--- config.mk ---
export PLATFORM = sky130hd
export DESIGN_NAME = soc_network_adapter_bb_responder
export DESIGN_NICKNAME = d
export VERILOG_FILES = /design/src/rtl/soc_network_adapter_bb_responder.sv
export SDC_FILE = /design/constraint.sdc
export NUM_CORES = 1
export LEC_CHECK = 0
export BUFFER_PORTS_ARGS = -buffer_cell sky130_fd_sc_hd__buf_2
export CAP_MARGIN = 40
export CELL_PAD_IN_SITES_DETAIL_PLACEMENT = 0
export CELL_PAD_IN_SITES_GLOBAL_PLACEMENT = 2
export CORE_MARGIN = 2
export CORE_UTILIZATION = 32
export CTS_CLUSTER_SIZE = 10
export DETAILED_ROUTE_END_ITERATION = 8
export PLACE_DENSITY_LB_ADDON = 0.1
export SLEW_MARGIN = 15
export SYNTH_ARGS = -nofsm -noshare
export SYNTH_HDL_FRONTEND = slang
export SYNTH_SLANG_ARGS = --single-unit
--- constraint.sdc ---
create_clock -name clk -period 4.6 [get_ports clk]
set_input_delay 0.23 -clock clk [delete_from_list [all_inputs] [get_ports clk]]
set_output_delay 0.23 -clock clk [all_outputs]
set_load 0.05 [all_outputs]
--- src/rtl/soc_network_adapter_bb_responder.sv ---
// Target-side NoC DMA responder: parses read/write request packets, runs them as a bus master
// on local memory and returns one response packet per request. Optional: SOC_NA_RESPONDER_RANGE_CHECK_EN.
module soc_network_adapter_bb_responder #(
    parameter int unsigned FLIT_WIDTH = 32,
    parameter int unsigned AW         = 32,
    parameter int unsigned TILEID     = 0,
    parameter logic [31:0] MEM_BASE   = 32'h0,
    parameter logic [31:0] MEM_SIZE   = 32'h10000
) (
    input  logic                  clk,
    input  logic                  rst,
    input  logic [FLIT_WIDTH-1:0] noc_in_flit,
    input  logic                  noc_in_last,
    input  logic                  noc_in_valid,
    output logic                  noc_in_ready,
    output logic [FLIT_WIDTH-1:0] noc_out_flit,
    output logic                  noc_out_last,
    output logic                  noc_out_valid,
    input  logic                  noc_out_ready,
    output logic [AW-1:0]         bbm_addr_o,
    output logic [31:0]           bbm_din_o,
    output logic                  bbm_en_o,
    output logic                  bbm_we_o,
    input  logic [31:0]           bbm_dout_i
);

`ifdef SOC_NA_RESPONDER_RANGE_CHECK_EN
    localparam bit RANGE_CHECK = 1'b1;
`else
    localparam bit RANGE_CHECK = 1'b0;
`endif

    localparam logic [4:0] TILE_ID = 5'(TILEID);

    typedef enum logic [3:0] {
        S_IDLE, S_ADDR, S_WRITE, S_RD_HDR, S_RD_REQ, S_RD_CAP, S_RD_SEND, S_DROP, S_ACK
    } state_t;

    state_t        state;
    logic [4:0]    req_src;
    logic [2:0]    req_cls;
    logic          req_rw;
    logic [7:0]    req_len;
    logic [7:0]    done;
    logic [AW-1:0] addr;
    logic          drop_err;

    logic          acc;
    logic [7:0]    done_nx;
    logic [AW-1:0] in_addr;
    logic [AW:0]   rc_start, rc_last, win_lo, win_hi;
    logic          addr_ok;

    function automatic logic [FLIT_WIDTH-1:0] rsp_hdr(input logic [4:0] dst, input logic [2:0] cls,
                                                      input logic rw, input logic err,
                                                      input logic [7:0] len);
        logic [FLIT_WIDTH-1:0] h;
        h        = '0;
        h[31:27] = dst;
        h[26:24] = cls;
        h[23:19] = TILE_ID;
        h[13]    = err;
        h[12]    = rw;
        h[7:0]   = len;
        return h;
    endfunction

    assign noc_in_ready = !rst && (state == S_IDLE || state == S_ADDR ||
                                   state == S_WRITE || state == S_DROP);
    assign acc     = noc_in_valid && noc_in_ready;
    assign done_nx = done + 8'd1;
    assign in_addr = {noc_in_flit[AW-1:2], 2'b00};

    // Window check is done one bit wider than the address so the end address cannot wrap.
    always_comb begin
        rc_start = {1'b0, in_addr};
        if (req_len != 8'd0)
            rc_last = rc_start + (AW+1)'({req_len, 2'b00}) - (AW+1)'(1);
        else
            rc_last = rc_start;
        win_lo  = (AW+1)'(MEM_BASE);
        win_hi  = win_lo + (AW+1)'(MEM_SIZE);
        addr_ok = !RANGE_CHECK || (rc_start >= win_lo && rc_last < win_hi);
    end

    always_comb begin
        bbm_en_o   = 1'b0;
        bbm_we_o   = 1'b0;
        bbm_din_o  = '0;
        bbm_addr_o = addr;
        if (state == S_WRITE && acc) begin
            bbm_en_o  = 1'b1;
            bbm_we_o  = 1'b1;
            bbm_din_o = noc_in_flit[31:0];
        end else if (state == S_RD_REQ) begin
            bbm_en_o = 1'b1;
        end
    end

    always_ff @(posedge clk or posedge rst) begin
        if (rst) begin
            state         <= S_IDLE;
            req_src       <= '0;
            req_cls       <= '0;
            req_rw        <= 1'b0;
            req_len       <= '0;
            done          <= '0;
            addr          <= '0;
            drop_err      <= 1'b0;
            noc_out_flit  <= '0;
            noc_out_valid <= 1'b0;
            noc_out_last  <= 1'b0;
        end else begin
            case (state)
                S_IDLE: if (acc) begin
                    req_src  <= noc_in_flit[23:19];
                    req_cls  <= noc_in_flit[26:24];
                    req_rw   <= noc_in_flit[12];
                    req_len  <= noc_in_flit[7:0];
                    done     <= '0;
                    drop_err <= 1'b0;
                    if (noc_in_last) begin
                        noc_out_flit  <= rsp_hdr(noc_in_flit[23:19], noc_in_flit[26:24],
                                                 noc_in_flit[12], 1'b1, 8'd0);
                        noc_out_valid <= 1'b1;
                        noc_out_last  <= 1'b1;
                        state         <= S_ACK;
                    end else begin
                        state <= S_ADDR;
                    end
                end
                S_ADDR: if (acc) begin
                    addr <= in_addr;
                    if (!addr_ok) begin
                        drop_err <= 1'b1;
                        if (noc_in_last) begin
                            noc_out_flit  <= rsp_hdr(req_src, req_cls, req_rw, 1'b1, 8'd0);
                            noc_out_valid <= 1'b1;
                            noc_out_last  <= 1'b1;
                            state         <= S_ACK;
                        end else begin
                            state <= S_DROP;
                        end
                    end else if (req_rw && req_len != 8'd0) begin
                        state <= S_WRITE;
                    end else if (!noc_in_last) begin
                        state <= S_DROP;
                    end else begin
                        noc_out_flit  <= rsp_hdr(req_src, req_cls, req_rw, 1'b0,
                                                 req_rw ? 8'd0 : req_len);
                        noc_out_valid <= 1'b1;
                        noc_out_last  <= req_rw || (req_len == 8'd0);
                        state         <= req_rw ? S_ACK : S_RD_HDR;
                    end
                end
                S_WRITE: if (acc) begin
                    addr <= addr + AW'(4);
                    done <= done_nx;
                    if (noc_in_last) begin
                        noc_out_flit  <= rsp_hdr(req_src, req_cls, req_rw, 1'b0, done_nx);
                        noc_out_valid <= 1'b1;
                        noc_out_last  <= 1'b1;
                        state         <= S_ACK;
                    end else if (done_nx == req_len) begin
                        state <= S_DROP;
                    end
                end
                S_DROP: if (acc && noc_in_last) begin
                    noc_out_valid <= 1'b1;
                    if (drop_err) begin
                        noc_out_flit <= rsp_hdr(req_src, req_cls, req_rw, 1'b1, 8'd0);
                        noc_out_last <= 1'b1;
                        state        <= S_ACK;
                    end else if (req_rw) begin
                        noc_out_flit <= rsp_hdr(req_src, req_cls, req_rw, 1'b0, done);
                        noc_out_last <= 1'b1;
                        state        <= S_ACK;
                    end else begin
                        noc_out_flit <= rsp_hdr(req_src, req_cls, req_rw, 1'b0, req_len);
                        noc_out_last <= (req_len == 8'd0);
                        state        <= S_RD_HDR;
                    end
                end
                S_ACK: if (noc_out_ready) begin
                    noc_out_valid <= 1'b0;
                    noc_out_last  <= 1'b0;
                    state         <= S_IDLE;
                end
                S_RD_HDR: if (noc_out_ready) begin
                    noc_out_valid <= 1'b0;
                    noc_out_last  <= 1'b0;
                    state         <= (req_len == 8'd0) ? S_IDLE : S_RD_REQ;
                end
                S_RD_REQ: state <= S_RD_CAP;
                // Read data lands directly in the output register; RD_SEND just holds it.
                S_RD_CAP: begin
                    noc_out_flit  <= FLIT_WIDTH'(bbm_dout_i);
                    noc_out_valid <= 1'b1;
                    noc_out_last  <= (done_nx == req_len);
                    state         <= S_RD_SEND;
                end
                S_RD_SEND: if (noc_out_ready) begin
                    noc_out_valid <= 1'b0;
                    noc_out_last  <= 1'b0;
                    addr          <= addr + AW'(4);
                    done          <= done_nx;
                    state         <= (done_nx == req_len) ? S_IDLE : S_RD_REQ;
                end
                default: state <= S_IDLE;
            endcase
        end
    end

endmodule

; Yosys cells after proc, flatten, opt, wreduce, memory -nomap -nowiden
; Index checks and enable logic that the tools add are counted.
[word_totals]
word_cells = 116
out_inout_bits = 101
input_bits = 69
ff_bits = 95
[classes]
eq_ne = 24
n_mux = 54
addsub = 2
n_reduce_logical = 26
[ops]
columns = operator, count
row1 = two-way mux 32 bit, 12
row2 = case mux 32 bit (5 select lines), 1
row3 = case mux 32 bit (3 select lines), 1
row4 = two-way mux 4 bit, 13
row5 = case mux 4 bit (9 select lines), 1
row6 = adder 32 x 3 -> 32 bit (second input constant), 1
row7 = two-way mux 8 bit, 4
row8 = case mux 8 bit (3 select lines), 1
row9 = != test 2 bit (second input constant), 10
row10 = equality test 4 x 3 -> 1 bit (second input constant), 4
row11 = two-way mux 1 bit, 16
row12 = AND reduction 8 bit, 2
row13 = two-way mux 13 bit, 1
row14 = case mux 1 bit (5 select lines), 2
row15 = nonzero test 5 bit, 2
row16 = AND reduction 9 bit, 1
row17 = adder 8 x 1 -> 8 bit (second input constant), 1
row18 = equality test 4 x 2 -> 1 bit (second input constant), 2
row19 = equality test 8 bit, 1
row20 = zero test 8 bit, 1
row21 = != test 2 x 1 -> 1 bit (second input constant), 4
row22 = AND reduction 4 bit, 2
row23 = nonzero test 8 bit, 1
row24 = two-way mux 3 bit, 2
row25 = 12 further kinds, 20

; Longest topological paths before layout
; Gate-level depths: netlist of run 1.
[depth]
ltp_word = 9
mapped_depth = 10
ltp_nobuf = 7

; Worst setup path before layout of run 1
; No wires, ideal clock.
[synth_path]
path_type = reg2out
start = reg state[0]
end = out bbm_din_o[22]
stages_incl_launch_ff = 7
setup_slack_ps = 1715
arrival_ps = 2655
path_buffers = 3
path_cell_list = dfrtp_1 -> clkbuf_1 -> or4b_2 -> clkbuf_1 -> nor2_1 -> clkbuf_1 -> and2_1
[synth_via]
elab_chain_cells = 8
[synth_rtl]
columns = item, line_no
row1 = "start, declared", 39  ; state_t state;
row2 = "start signal, assigned", 153  ; state <= req_rw ? S_ACK : S_RD_HDR;
row3 = "start signal, assigned", 192  ; state <= (req_len == 8'd0) ? S_IDLE : S_RD_REQ;
row4 = "start signal, assigned", 207  ; state <= (done_nx == req_len) ? S_IDLE : S_RD_REQ;
row5 = equality test 4 x 1 -> 1 bit or zero test 4 bit (tied branches), 68  ; assign noc_in_ready = !rst && (state == S_IDLE || state == S_ADDR ||
row6 = logical OR 1 bit (2 in a row), 68
row7 = logical OR 1 bit, 69  ; state == S_WRITE || state == S_DROP);
row8 = logical AND 1 bit, 68
row9 = logical AND 1 bit, 70  ; assign acc = noc_in_valid && noc_in_ready;
row10 = logical AND 1 bit (*), 91  ; if (state == S_WRITE && acc) begin
row11 = two-way mux 32 bit (*), 91
row12 = "end, declared", 21  ; output logic [31:0] bbm_din_o,
; Mark *: on every way between the ends. The rest lies on a longest branch, timed or not.

; Final worst setup path of run 1
[layout_path]
start = reg state[1]
end = out bbm_din_o[16]
; The elaborated chain is that of the path after synthesis.

==> results summary, run 1 <==
The min-delay analysis places its worst path in the category input port to flip-flop. The number of inserted diodes came out at 0. The timing-limited maximum frequency came out at 0.3240 GHz. The post-route clock skew is 9.482 ps. In this run the critical register-to-register path is launched from state[3]. The floorplan step set the die height to 134.9 um. The count of cells along the worst register-to-register path came out at 6. The via total after detailed routing came out at 5420. The path with the worst hold slack has its endpoint at noc_out_flit[10].

The placed wire-length estimate after detailed placement came out at 12.98 mm. Synthesis produced 632 cells. The wire length after detailed routing came out at 18.04 mm. In this run the count of I/O pins placed on the die edge is 170. The average wire length per cell after detail routing is 18.08 um. The final setup violation count is 0. For the pin with the worst max-slew slack, the measured transition is 885.7 ps. The critical path's top delay family is simple AND/OR/NAND/NOR gates.

Once the clock tree was built, the setup fixing pass inserted 0 buffers. Ranked by total cell area, the synthesized netlist is headed by sky130_fd_sc_hd__dfrtp_1 (42%), sky130_fd_sc_hd__a21oi_1 (5.4%), sky130_fd_sc_hd__o21ai_0 (5.2%). The time the worst path needs with I/O delays and setup came out at 3087 ps. The total leakage power came out at 0.003104 uW. The portion of the post-synthesis area used by sequential elements came out at 42.46%. At the worst endpoint, the required time is 4370 ps. The buffer levels on the longest clock path is 2. The largest fanout on the critical path came out at 33. Dividing the detail-routed via count by the number of cells gives 5.431. The max-cap check violation count came out at 0.

The worst slew slack as a fraction of its limit is 40.95%. The number of flops mapped to enable cells by yosys came out at 0. The global router's overall resource usage came out at 20.18%.

The count of H-tree levels built during CTS is 3. The first global-routing pass estimated 28.78 mm of wire. The number of DRC violations after detailed-routing iteration 0 came out at 516. Port buffering added 167 buffers. The fraction of final layout cells sized beyond drive strength 1 came out at 28.92%.

The post-layout worst setup margin came out at 1513 ps. Summed over all failing endpoints, the final setup total negative slack is 0 ps. Among all flip-flop cells after synthesis, the most frequent one is sky130_fd_sc_hd__dfrtp_1. At the later pin of the worst-skew pair, clock insertion delay measures 360 ps. The path length in cells of the critical path is 5. Buffers inserted during clock tree synthesis total 9.

The area share of the leading cell type in the synthesized netlist is 42.46%. The area of combinational cells with multiple inputs is 0.002950 mm2. The initialized floorplan defines 47 standard-cell rows. Routability-driven placement finished with a final weighted congestion of 0.8145. The slack of the worst reg-to-reg path came out at 1760 ps. The pre-CTS worst setup slack came out at 1792 ps.

The signal on the critical path passes through or4b_2, nor2_2, buf_4, and2_1, buf_2. The area of the core is 0.01664 mm2. The count of cells along the worst hold path came out at 2.

The number of routed nets with antenna violations is 0. After clock tree synthesis, the clock-pin slew on the worst setup and hold paths is 70 ps. The total number of nets in the final design is 844. The proportion of register bits with asynchronous set or reset after synthesis came out at 100.0%. The netlist uses 60 different library cells. The die span in x came out at 134.9 um. The launch instance of the worst min-delay path is bbm_dout_i[10].

The mean instance size in the synthesized netlist is 8.673 um2. The final worst-path cycle share came out at 67.10%. The mapped netlist covers 0.005482 mm2. The power density of the placed cells came out at 755.5 mW/mm2. The count of instances resized after the clock tree is built is 0. Setup repair after global routing left no endpoint under its margin.

The sequential cell area came out at 0.002327 mm2. The total of fill cells in the finished design came out at 1709. The worst path buffer plus inverter count came out at 2. The number of warnings reported in the yosys synthesis log is 0. STA classifies the critical path endpoint as an output port. The via count of the first global-routing pass is 5163.

The cell sitting at the root of the clock tree is a sky130_fd_sc_hd__clkbuf_16. The flow ran to the end, and the final reports show no timing, DRC or antenna violations. The worst register-to-register path ends at noc_out_flit[14]. The number of remaining DRC errors is 0. Counting flops and latches in the post-synthesis netlist gives 93. The number of hold violations in the final report is 0. TritonCTS built the clock tree. The synthesis-to-layout area growth came out at 25.29%. The largest individual stage delay along the critical path comes from the cell sky130_fd_sc_hd__dfrtp_1. The critical path arrival came out at 2860 ps. The largest net degree at the start of global routing is 41. The cell type contributing the most total cell area after synthesis is sky130_fd_sc_hd__dfrtp_1. The initial antenna violation count is 0. STA classifies the critical path startpoint as a flip-flop.

Clock tree synthesis found a total of 93 sinks. The maximum resistive drop on vdd came out at 309.3 uV. The die covers 0.01819 mm2. For this run the aggregate overflow at the end of global routing stands at 0. The largest single stage delay on the critical path is 810 ps. The max-slew violation total from the final report came to 0. The critical path is of the flip-flop to output port type.

Before antenna repair, the detailed router went through 6 iterations. For this configuration, the core starts out at a cell density of 32.94%.
-- layer usage --
layer	vias to the layer above	GRT usage, %	routed length (um)
met1	2611	27.76	8080
met2	174	32.23	8659
met4	0	6.433	349
met3	22	3.679	954
met5	-	0	0
li1	2613	-	-
-- timing repair --
action / in CTS / in global routing
hold endpoints to repair: 26 / 0
hold buffers: 1 / 0
setup endpoints to repair: 0 / 0
-- logic make-up (layout without fill, tap and decap cells) --
logic type / Yosys count / count (layout) / share of synthesized area, %
buf+inv: 55 / 200 / 4.268
compound gates: 207 / 207 / 24.08
other cells: 1 / 2 / 0.06841
xor+xnor: 16 / 16 / 2.557
simple gates: 241 / 241 / 22.62
mux: 17 / 17 / 3.492
fa+ha+maj: 2 / 2 / 0.4564
flops: 93 / 93 / 42.46
-- how the worst max path moves through the flow --
stage                     startpoint               end  slack [ps]
after floorplan             state[0]     bbm_din_o[22]        1710
after CTS                   state[1]     bbm_din_o[19]        1470
final                       state[1]     bbm_din_o[16]        1510
after detailed placement    state[3]  noc_out_flit[14]        1790
after global placement      state[3]  noc_out_flit[27]        1650
after global routing        state[1]     bbm_din_o[11]        1310
-- cells in the mapped netlist (3+ instances only) --
master                      instances
sky130_fd_sc_hd__xnor2_1            7
sky130_fd_sc_hd__nor2_1            43
sky130_fd_sc_hd__nand3_1           20
sky130_fd_sc_hd__inv_1              3
sky130_fd_sc_hd__a21o_1             4
sky130_fd_sc_hd__or4_1              4
sky130_fd_sc_hd__or3_1              7
sky130_fd_sc_hd__and2_1            34
sky130_fd_sc_hd__a221oi_1           3
sky130_fd_sc_hd__o22a_1             4
sky130_fd_sc_hd__or2_2              3
sky130_fd_sc_hd__o21ai_0           57
sky130_fd_sc_hd__a31oi_1            8
sky130_fd_sc_hd__nand2b_1           8
sky130_fd_sc_hd__nor3b_1            3
sky130_fd_sc_hd__buf_2              4
sky130_fd_sc_hd__clkbuf_1          40
sky130_fd_sc_hd__nor2b_1            6
sky130_fd_sc_hd__a22o_1            14
sky130_fd_sc_hd__mux2_2            17
sky130_fd_sc_hd__nand4_1           13
sky130_fd_sc_hd__xor2_1             9
sky130_fd_sc_hd__nor3_1            16
sky130_fd_sc_hd__buf_1              3
sky130_fd_sc_hd__o31ai_1            6
sky130_fd_sc_hd__a222oi_1          14
sky130_fd_sc_hd__nand2_1           63
sky130_fd_sc_hd__o22ai_1           12
sky130_fd_sc_hd__dfrtp_1           93
sky130_fd_sc_hd__a2bb2oi_1          7
sky130_fd_sc_hd__a21oi_1           59
sky130_fd_sc_hd__and3_1             9
-- registers in the layout, indices dropped and copies added, names as in the netlist --
signal	flops
req_rw	1
req_cls	3
noc_out_last	1
req_src	5
noc_out_flit	32
bbm_addr_o	30
noc_out_valid	1
req_len	8
state	4
done	8
-- layout make-up --
| cell class | instances | area share (%) |
|---|---|---|
| inverter | 4 | 0.2551 |
| clock buffer | 11 | 3.389 |
| tap | 220 | 4.008 |
| timing repair buffer | 180 | 14.28 |
| sequential | 93 | 33.89 |
| multi-input combinational | 485 | 42.96 |
| clock inverter | 5 | 1.221 |
-- cells in the final DEF (no fill, tap or decap), types with 4 or more instances in the layout --
master / netlist / final
sky130_fd_sc_hd__o31ai_1: 6 / 6
sky130_fd_sc_hd__xor2_1: 9 / 9
sky130_fd_sc_hd__xnor2_1: 7 / 7
sky130_fd_sc_hd__o21ai_0: 57 / 57
sky130_fd_sc_hd__dfrtp_1: 93 / 93
sky130_fd_sc_hd__buf_4: 2 / 7
sky130_fd_sc_hd__mux2_2: 17 / 17
sky130_fd_sc_hd__buf_2: 4 / 168
sky130_fd_sc_hd__nand3_1: 20 / 20
sky130_fd_sc_hd__and2_1: 34 / 34
sky130_fd_sc_hd__a2bb2oi_1: 7 / 7
sky130_fd_sc_hd__a21o_1: 4 / 4
sky130_fd_sc_hd__nand2_1: 63 / 63
sky130_fd_sc_hd__a22o_1: 14 / 14
sky130_fd_sc_hd__nor2_1: 43 / 41
sky130_fd_sc_hd__nand2b_1: 8 / 8
sky130_fd_sc_hd__or4_1: 4 / 4
sky130_fd_sc_hd__nand4_1: 13 / 13
sky130_fd_sc_hd__nor2b_1: 6 / 6
sky130_fd_sc_hd__and3_1: 9 / 9
sky130_fd_sc_hd__nor3_1: 16 / 16
sky130_fd_sc_hd__clkbuf_16: 0 / 9
sky130_fd_sc_hd__o22ai_1: 12 / 12
sky130_fd_sc_hd__a21oi_1: 59 / 58
sky130_fd_sc_hd__a31oi_1: 8 / 8
sky130_fd_sc_hd__o22a_1: 4 / 4
sky130_fd_sc_hd__a222oi_1: 14 / 14
sky130_fd_sc_hd__or3_1: 7 / 7
-- per-stage QoR --
step | utilization [%] | instances | power, uW | hold slack [ps] | instance area [um2]
finish | 41.27 | 998 | 5189 | 86.63 | 6868
global route | 41.27 | 998 | 5531 | 82.73 | 6868
CTS | 41.27 | 998 | 5235 | 74.53 | 6868
detailed placement | 39.31 | 981 | 4387 | 334.5 | 6541
global placement | 38.76 | 975 | 4332 | 447.7 | 6451
floorplan | - | 633 | 3644 | 362.5 | 5485
-- power breakdown --
group | total, uW | leakage [uW] | switching (uW) | internal, uW
registers | 1600 | 0.00115 | 427 | 1170
clock network | 826 | 0.000146 | 346 | 479
logic | 2760 | 0.00181 | 1930 | 831
total | 5190 | 0.00310 | 2710 | 2480
Note: power is estimated with default switching activity, not from simulation.
==> run 2, diff against run 1 <==
--- a/config.mk
+++ b/config.mk
@@ -10,7 +10,7 @@
 export CELL_PAD_IN_SITES_DETAIL_PLACEMENT = 0
 export CELL_PAD_IN_SITES_GLOBAL_PLACEMENT = 2
 export CORE_MARGIN = 2
-export CORE_UTILIZATION = 32
+export CORE_UTILIZATION = 30
 export CTS_CLUSTER_SIZE = 10
 export DETAILED_ROUTE_END_ITERATION = 8
 export PLACE_DENSITY_LB_ADDON = 0.1
==> constraint.sdc (replaced) <==
create_clock -name clk -period 3.05 [get_ports clk]
set_input_delay 0.1525 -clock clk [delete_from_list [all_inputs] [get_ports clk]]
set_output_delay 0.1525 -clock clk [all_outputs]
set_load 0.05 [all_outputs]
==> run 2 against run 1 <==
  * Global-route usage decreased by 1.2 points
  * Via count fell by 0.28%
  * Die area rose by 6.5%
  * Largest cell class unchanged
  * Register-to-register slack lost 1300 ps
  * Worst setup slack got worse by 1300 ps
  * Sequential cell count unchanged
  * First-iteration DRC count is 17% lower
  * Critical path depth unchanged
  * Clock power increased by 38%
==> results summary, run 2 (same netlist as run 1, synthesis figures left out) <==
The run finished with clean final reports. The die footprint is 0.01937 mm2 (+6.5%). For this run, the top clock speed supported by timing is 0.3494 GHz. By startpoint and endpoint, the worst setup path is classified as flip-flop to output port.

The largest net degree at the start of global routing is 71 (+73%). The die span in x came out at 139.2 um (+3.2%). The area of combinational cells with multiple inputs is 0.002950 mm2 (unchanged). The post-detailed-route via-to-cell ratio is 5.294 (-2.5%). The wire length of the first global-routing pass is 29.28 mm (+1.7%). The switching portion of total power is 53.32% (+1.2 points). The core occupancy in the finished layout came out at 38.70% (-2.6 points). The count of cells along the worst register-to-register path is 6 (unchanged).

The relative contribution of combinational cells to total power came out at 54.4% (+1.1 points). The slack of the worst reg-to-reg path came out at 450 ps (-1310 ps). The total leakage power is 0.003153 uW (+1.6%). The fraction of power consumed by the clock network came out at 14.7% (-1.2 points). STA classifies the critical path startpoint as a flip-flop.

The cell count after placement is 998 (+1.7%). The worst slew slack as a fraction of its limit came out at 42.42% (+1.5 points). The number of buffers inserted by port buffering came out at 167 (unchanged). The time the worst path needs with I/O delays and setup came out at 2862 ps. The final weighted congestion in routability-driven placement came out at 0.8672 (+6.5%).

Leaving out fill and tap cells, the most frequent cells in the layout are sky130_fd_sc_hd__buf_2 (167), sky130_fd_sc_hd__dfrtp_1 (92), sky130_fd_sc_hd__nand2_1 (63). The worst min-delay path class is input port to flip-flop. The post-route clock skew is 9.923 ps (+0.4410 ps). The area of the core came out at 0.01796 mm2 (+7.9%). The global router's overall resource usage was 19.00% (-1.2 points). The clock latency at the later pin of the worst-skew pair came out at 360 ps (about the same). The number of hold violations in the final report came out at 0 (unchanged).

In this run the critical register-to-register path is launched from state[2]. The fraction of final layout cells sized beyond drive strength 1 is 29.80% (+0.88 points). In this run the most critical hold path is launched from bbm_dout_i[9].

The starting density of the core came to 30.51% (-2.4 points). The worst endpoint required time came out at 2900 ps (-1470 ps). The number of buffers created by CTS is 9 (unchanged). The power density of the placed cells came out at 1118 mW/mm2 (+48%).

The count of cells along the worst hold path came out at 2 (unchanged). The critical path arrival is 2710 ps (-150 ps). TritonCTS built the clock tree.

The largest fanout on the critical path was 20 (-39%). The placed wire-length estimate after detailed placement came out at 13.19 mm (+1.7%). The synthesis-to-layout area growth came out at 26.82%. The net switching power of the design came out at 4144 uW (+53%). The initial antenna violation count is 0 (unchanged). The total of fill cells in the finished design came out at 1883 (+10%).

The number of placement rows came out at 49 (+4.3%). The buffer levels on the longest clock path came out at 2 (unchanged). The worst register-to-register path ends at noc_out_flit[24]. The clock-pin transition on the worst setup and hold timing paths is 80 ps (about the same). The number of setup buffers added after CTS is 0 (unchanged). The via count of the first global-routing pass is 5173 (+0.19%). The total number of nets in the final design came out at 858 (+1.7%). The maximum resistive drop on vdd came out at 509.6 uV (+65%). The number of placed I/O pins came out at 170 (unchanged). The final setup violation count is 0 (unchanged).

The number of DRC violations after detailed-routing iteration 0 came out at 428 (-17%). The total negative slack for setup checks is 0 ps (unchanged). Leaving out fill and tap cells, the most frequent cell in the layout is sky130_fd_sc_hd__buf_2. The average wire length per cell after detail routing is 17.85 um (-1.3%). The number of flip-flops in the largest register was 32 (unchanged). The sequential cell area came out at 0.002328 mm2 (about the same). The number of inserted diodes came to 0 (unchanged). The max-slew violation total from the final report came out at 0 (unchanged). The leftover overflow at the end of global routing was 0 (unchanged). The number of routed nets with antenna violations is 0 (unchanged).

The buffer cell driving the clock tree root is sky130_fd_sc_hd__clkbuf_16. The number of sinks driven by the clock tree is 93 (unchanged). The worst setup path is captured at an output port. The sequential share of power is 30.9% (about the same). The count of H-tree levels built during CTS is 3 (unchanged). The wire length after detailed routing came to 18.22 mm (+0.99%).

For hold timing, the worst endpoint is noc_out_flit[9]. The transition time at the pin with the least slew margin was 863.6 ps (-22.04 ps). The count of placed standard cells in the final layout, fillers left out is 1021 (+2.3%).

The max-cap check violation count came out at 0 (unchanged). Setup repair after global routing left no endpoint under its margin. The total internal power is 3629 uW (+46%). The number of remaining DRC errors is 0 (unchanged). The total iterations of the first detailed-routing run is 8 (+2). More flip-flops sit in one register than any other, and that register is noc_out_flit. The final worst-path cycle share came out at 93.83%. The via total after detailed routing came to 5405 (-0.28%). The overall die height was 139.2 um (+3.2%).
==> run 2: through the flow <==
step | setup slack [ps] | instance area [um2] | power [uW] | hold WS, ps
3_3_place_gp | 505.9 | 6593 | 6646 | 223.1
6_report | 188.2 | 6952 | 7773 | 7.942
2_1_floorplan | 242.3 | 5485 | 5496 | 285.0
5_1_grt | 37.90 | 6952 | 8318 | 0.2720
3_5_place_dp | 491.3 | 6593 | 6664 | 211.9
4_1_cts | 80.90 | 6950 | 7836 | 2.477
==> run 2: power by group through the flow <==
stage               Sequential (uW)  Clock, uW  Combinational [uW]
floorplan                      3520          0                1980
global placement               2400          0                4240
detailed placement             2410          0                4250
CTS                            2390       1170                4270
global route                   2490       1220                4610
finish                         2400       1140                4230
==> run 2: repair_timing <==
| action | in CTS | in global routing |
|---|---|---|
| hold endpoints to repair | 29 | 0 |
| setup endpoints to repair | 0 | 32 |
| hold buffers | 7 | 0 |
| resized for setup | 0 | 1 |
==> run 2: cell type report <==
cell class | count | share of cell area, %
Tap cell | 229 | 4.122
Multi-Input combinational cell | 485 | 42.44
Sequential cell | 93 | 33.50
Inverter | 4 | 0.2520
Timing Repair Buffer | 194 | 15.55
Clock buffer | 9 | 3.240
Clock inverter | 7 | 0.8999
==> run 2: worst max path at each step <==
stage / slack, ps / from / endpoint
floorplan: 240 / state[0] / bbm_din_o[22]
global placement: 510 / state[1] / bbm_din_o[8]
detailed placement: 490 / state[1] / bbm_din_o[8]
CTS: 80 / state[1] / bbm_din_o[13]
global route: 40 / state[0] / bbm_din_o[11]
finish: 190 / state[0] / bbm_din_o[14]
==> run 2: metal layers <==
layer  global-route usage (%)  part of all wire [%]  up-vias
met5                        0                     0        -
met4                    5.848                   1.5        0
met2                    29.48                    47      176
met1                    27.02                    47     2569
met3                    3.419                   5.2       17
li1                         -                     -     2643
==> run 2: worst max-delay path, stage by stage, from the launching register on <==
cell                      delay (ps)
sky130_fd_sc_hd__dfrtp_1         580
sky130_fd_sc_hd__or4b_2          900
sky130_fd_sc_hd__nor2_2          210
sky130_fd_sc_hd__buf_4           250
sky130_fd_sc_hd__and2_1          150
sky130_fd_sc_hd__buf_2           250
==> run 3, diff against run 2 <==
--- a/config.mk
+++ b/config.mk
@@ -5,16 +5,16 @@
 export SDC_FILE = /design/constraint.sdc
 export NUM_CORES = 1
 export LEC_CHECK = 0
+export ABC_AREA = 1
 export BUFFER_PORTS_ARGS = -buffer_cell sky130_fd_sc_hd__buf_2
 export CAP_MARGIN = 40
 export CELL_PAD_IN_SITES_DETAIL_PLACEMENT = 0
 export CELL_PAD_IN_SITES_GLOBAL_PLACEMENT = 2
 export CORE_MARGIN = 2
-export CORE_UTILIZATION = 30
+export CORE_UTILIZATION = 28
 export CTS_CLUSTER_SIZE = 10
 export DETAILED_ROUTE_END_ITERATION = 8
 export PLACE_DENSITY_LB_ADDON = 0.1
-export SLEW_MARGIN = 15
 export SYNTH_ARGS = -nofsm -noshare
 export SYNTH_HDL_FRONTEND = slang
 export SYNTH_SLANG_ARGS = --single-unit
==> run 3 against run 2 <==
  * Hold slack better by 7.5 ps
  * Global-route usage is 0.28 points higher
  * Clock power is essentially flat
  * Sequential power fell by 2%
  * Largest cell class unchanged
  * Highest routed layer unchanged
==> results summary, run 3 <==
The flow ran to the end, and the final reports show no timing, DRC or antenna violations. The number of placement rows is 53 (+8.2%). The number of DRC violations after detailed-routing iteration 0 came out at 318 (-26%). The worst endpoint required time came to 2900 ps (about the same). The final weighted congestion in routability-driven placement came out at 0.8329 (-4.0%).

The placed cell area came out at 0.007004 mm2 (+6.2%). The mean instance size in the synthesized netlist was 6.869 um2 (-21%). The number of setup buffers added after CTS is 0 (unchanged). The number of routed nets with antenna violations is 0 (unchanged). The critical path goes through nor2_2, inv_1, nor2_2, inv_1, nor2_2, inv_2, nor2_1, buf_2. The via count of the first global-routing pass was 5961 (+15%). The total negative slack for setup checks is 0 ps (unchanged).

For this design, the slowest cell found on the critical path is sky130_fd_sc_hd__dfrtp_1. The number of buffers inserted by port buffering came to 167 (unchanged). The area share of the leading cell type in the synthesized netlist is 39.31% (-3.1 points). The fraction of final layout cells sized beyond drive strength 1 was 22.27% (-7.5 points). Yosys instantiated no cell more often than sky130_fd_sc_hd__nand2_1. The worst slew slack as a fraction of its limit came out at 47.15% (+4.7 points). The timing-limited maximum frequency came to 0.3801 GHz (+8.8%). The initial antenna violation count is 0 (unchanged). The die span in x came out at 149.4 um (+7.4%).

The die footprint is 0.02232 mm2 (+15%). Ranked by instance count, the synthesized netlist is headed by sky130_fd_sc_hd__nand2_1 (239), sky130_fd_sc_hd__inv_1 (103), sky130_fd_sc_hd__dfrtp_1 (93), sky130_fd_sc_hd__nor2_1 (93), sky130_fd_sc_hd__o21ai_0 (77). In the layout the commonest cells are sky130_fd_sc_hd__nand2_1 (239), sky130_fd_sc_hd__buf_2 (167), sky130_fd_sc_hd__inv_1 (102). The largest fanout on the critical path is 33 (+65%). The type of element capturing the critical path is an output port. The overall die height came out at 149.4 um (+7.4%). The count of H-tree levels built during CTS came out at 3 (unchanged). The number of placed I/O pins came out at 170 (unchanged). The critical path arrival came out at 2480 ps (-230 ps). The leftover overflow at the end of global routing is 0 (unchanged). The area of the core is 0.02089 mm2 (+16%).

The max-cap check violation count came out at 0 (unchanged). The transition time at the pin with the least slew margin is 792.8 ps (-70.81 ps). The global router's overall resource usage is 19.29% (+0.28 points). The proportion of register bits with asynchronous set or reset after synthesis came out at 100.0% (unchanged).

On the critical path the largest part of the delay comes from buffers and inverters. The number of warnings reported in the yosys synthesis log came out at 0 (unchanged). The total number of nets in the final design came out at 1090 (+27%). The unique cell type count in the Yosys netlist was 44 (-27%). The placed wire-length estimate after detailed placement came out at 16.10 mm (+22%). The total iterations of the first detailed-routing run came out at 5 (-3). The total of fill cells in the finished design came out at 2326 (+24%).

The number of flops mapped to enable cells by yosys came out at 0 (unchanged). Summed over all instances, the cell type with the most area after synthesis is sky130_fd_sc_hd__dfrtp_1. The core occupancy in the finished layout is 34.89% (-3.8 points). The cts-stage hold buffer count came out at 0 (-7). The number of sinks driven by the clock tree is 93 (unchanged). Setup repair after global routing left no endpoint under its margin. The worst setup path is launched from a flip-flop. The number of hold violations in the final report came to 0 (unchanged). The final worst-path cycle share came to 86.25% (-7.6 points). The post-detailed-route via-to-cell ratio was 4.714 (-11%).

The number of inserted diodes came out at 0 (unchanged). In this run the worst hold path is classified as input port to asynchronous set/reset pin. The post-synth design cell area is 0.005921 mm2 (+8.0%).

More flip-flops sit in one register than any other, and that register is noc_out_flit. The wire length after detailed routing came out at 21.31 mm (+17%). The maximum cell stage delay along the critical path is 460 ps (-440 ps). The final setup violation count is 0 (unchanged). The clock latency at the later pin of the worst-skew pair is 360 ps (about the same). The portion of the post-synthesis area used by sequential elements came out at 39.31% (-3.1 points). The starting density of the core came out at 28.34% (-2.2 points). The number of cells produced by synthesis came to 862 (+36%).

The worst path buffer plus inverter count is 4 (+2). The number of remaining DRC errors is 0 (unchanged). The synthesis-to-layout area growth came out at 23.10%.

The buffer levels on the longest clock path is 2 (unchanged). The largest net degree at the start of global routing is 55 (-23%). The total leakage power was 0.003784 uW (+20%).

The power density of the placed cells is 1115 mW/mm2 (-0.32%). The most numerous cell type found on the critical path is sky130_fd_sc_hd__nor2_2. The buffer cell driving the clock tree root is sky130_fd_sc_hd__clkbuf_16. TritonCTS built the clock tree. The maximum resistive drop on vdd is 397.7 uV (-22%).

The type of the worst setup path is flip-flop to output port. The count of instances resized after the clock tree is built came out at 0 (unchanged). The number of flip-flops in the largest register came out at 32 (unchanged). The worst hold slack was 15.48 ps (+7.533 ps).

The time the worst path needs with I/O delays and setup came out at 2631 ps (-231.1 ps). The clock-pin transition on the worst setup and hold timing paths came out at 70 ps (about the same). The via total after detailed routing came out at 6123 (+13%). The post-route clock skew came to 7.297 ps (-2.627 ps). The average wire length per cell after detail routing came out at 16.40 um (-8.1%). The final cell area excluding filler cells came to 0.007288 mm2 (+4.8%). After synthesis, the cell types taking the most area are sky130_fd_sc_hd__dfrtp_1 (39%), sky130_fd_sc_hd__nand2_1 (15%), sky130_fd_sc_hd__inv_1 (6.5%). Among all flip-flop cells after synthesis, the most frequent one is sky130_fd_sc_hd__dfrtp_1.

The number of buffers created by CTS is 9 (unchanged). The wire length of the first global-routing pass came out at 33.24 mm (+14%). The register bit total from synthesis is 93 (unchanged). The max-slew violation total from the final report is 0 (unchanged). The most common cell after layout, fill and taps aside is sky130_fd_sc_hd__nand2_1.
[run 3: cell types whose count changed in the layout (fill, tap and decap cells not counted), moves of 19 or more]
cell	before	now
sky130_fd_sc_hd__nor2_1	41	92
sky130_fd_sc_hd__inv_1	2	102
sky130_fd_sc_hd__o21ai_1	1	20
sky130_fd_sc_hd__nand2_1	63	239
sky130_fd_sc_hd__nand3_1	20	59
sky130_fd_sc_hd__and2_1	34	0
sky130_fd_sc_hd__o21ai_0	57	77
sky130_fd_sc_hd__a21oi_1	58	30
[run 3: layout make-up]
class                   instances  area (um2)  area share, %
clock buffers                   9       225.2          3.090
clock inverters                 7       58.81         0.8069
well taps                     275       344.1          4.721
repair buffers                176       903.4          12.39
flip-flops and latches         93        2327          31.93
inverters                     110       419.2          5.751
multi-input cells             629        3010          41.30
[run 3: through the flow]
stage	setup WS [ps]	total power (uW)	instances
after detailed placement	708.8	7056	1283
final	419.3	8123	1299
after CTS	314.4	8225	1299
after floorplan	27.84	5826	863
after global routing	209.2	8777	1299
after global placement	709.2	7093	1283
[run 3: worst paths after layout]
kind	from	endpoint	slack, ps	cells after the start
hold / removal	rst	noc_out_valid	20	3
min in group clk	bbm_dout_i[16]	noc_out_flit[16]	20	2
max in group asynchronous	rst	req_src[1]	2400	3
setup reg to reg	state[0]	bbm_addr_o[10]	680	11
setup / recovery	state[3]	bbm_din_o[25]	420	8
hold reg to reg	noc_out_flit[7]	noc_out_flit[7]	480	2
[run 3: logic make-up (layout without fill, tap and decap cells)]
logic type,count (synthesis),count (layout),synth area share (%)
and+or+nand+nor,445,445,32.27
AOI/OAI and AO/OA,172,172,16.80
buffers and inverters,141,302,9.953
DFF,93,93,39.31
xor gates and xnor gates,8,8,1.183
adders and majority gates,2,2,0.4226
other,1,2,0.06334
[run 3: worst register-to-register path, stage by stage (launching register included)]
cell,delay [ps]
sky130_fd_sc_hd__dfrtp_1,510
sky130_fd_sc_hd__nand2_1,130
sky130_fd_sc_hd__inv_1,120
sky130_fd_sc_hd__nand2_2,120
sky130_fd_sc_hd__nand2_2,110
sky130_fd_sc_hd__nand3_4,100
sky130_fd_sc_hd__nand2_2,90
sky130_fd_sc_hd__nand2_2,70
sky130_fd_sc_hd__nor2_4,430
sky130_fd_sc_hd__buf_4,330
sky130_fd_sc_hd__o21ai_0,120
sky130_fd_sc_hd__a22oi_1,160
[run 3: report_power, final]
| part | leakage, uW | switching, uW | internal (uW) |
|---|---|---|---|
| combinational | 0.00246 | 3440 | 1200 |
| sequential | 0.00119 | 597 | 1760 |
| clock | 0.000138 | 561 | 566 |
| total | 0.00378 | 4600 | 3520 |
[run 3: per-layer routing]
layer	global-route usage (%)	up-vias	part of all wire (%)
met5	0	-	0
met4	6.000	0	1.6
met3	2.591	20	3.5
met2	31.93	140	48
met1	26.17	2847	47
li1	-	3116	-
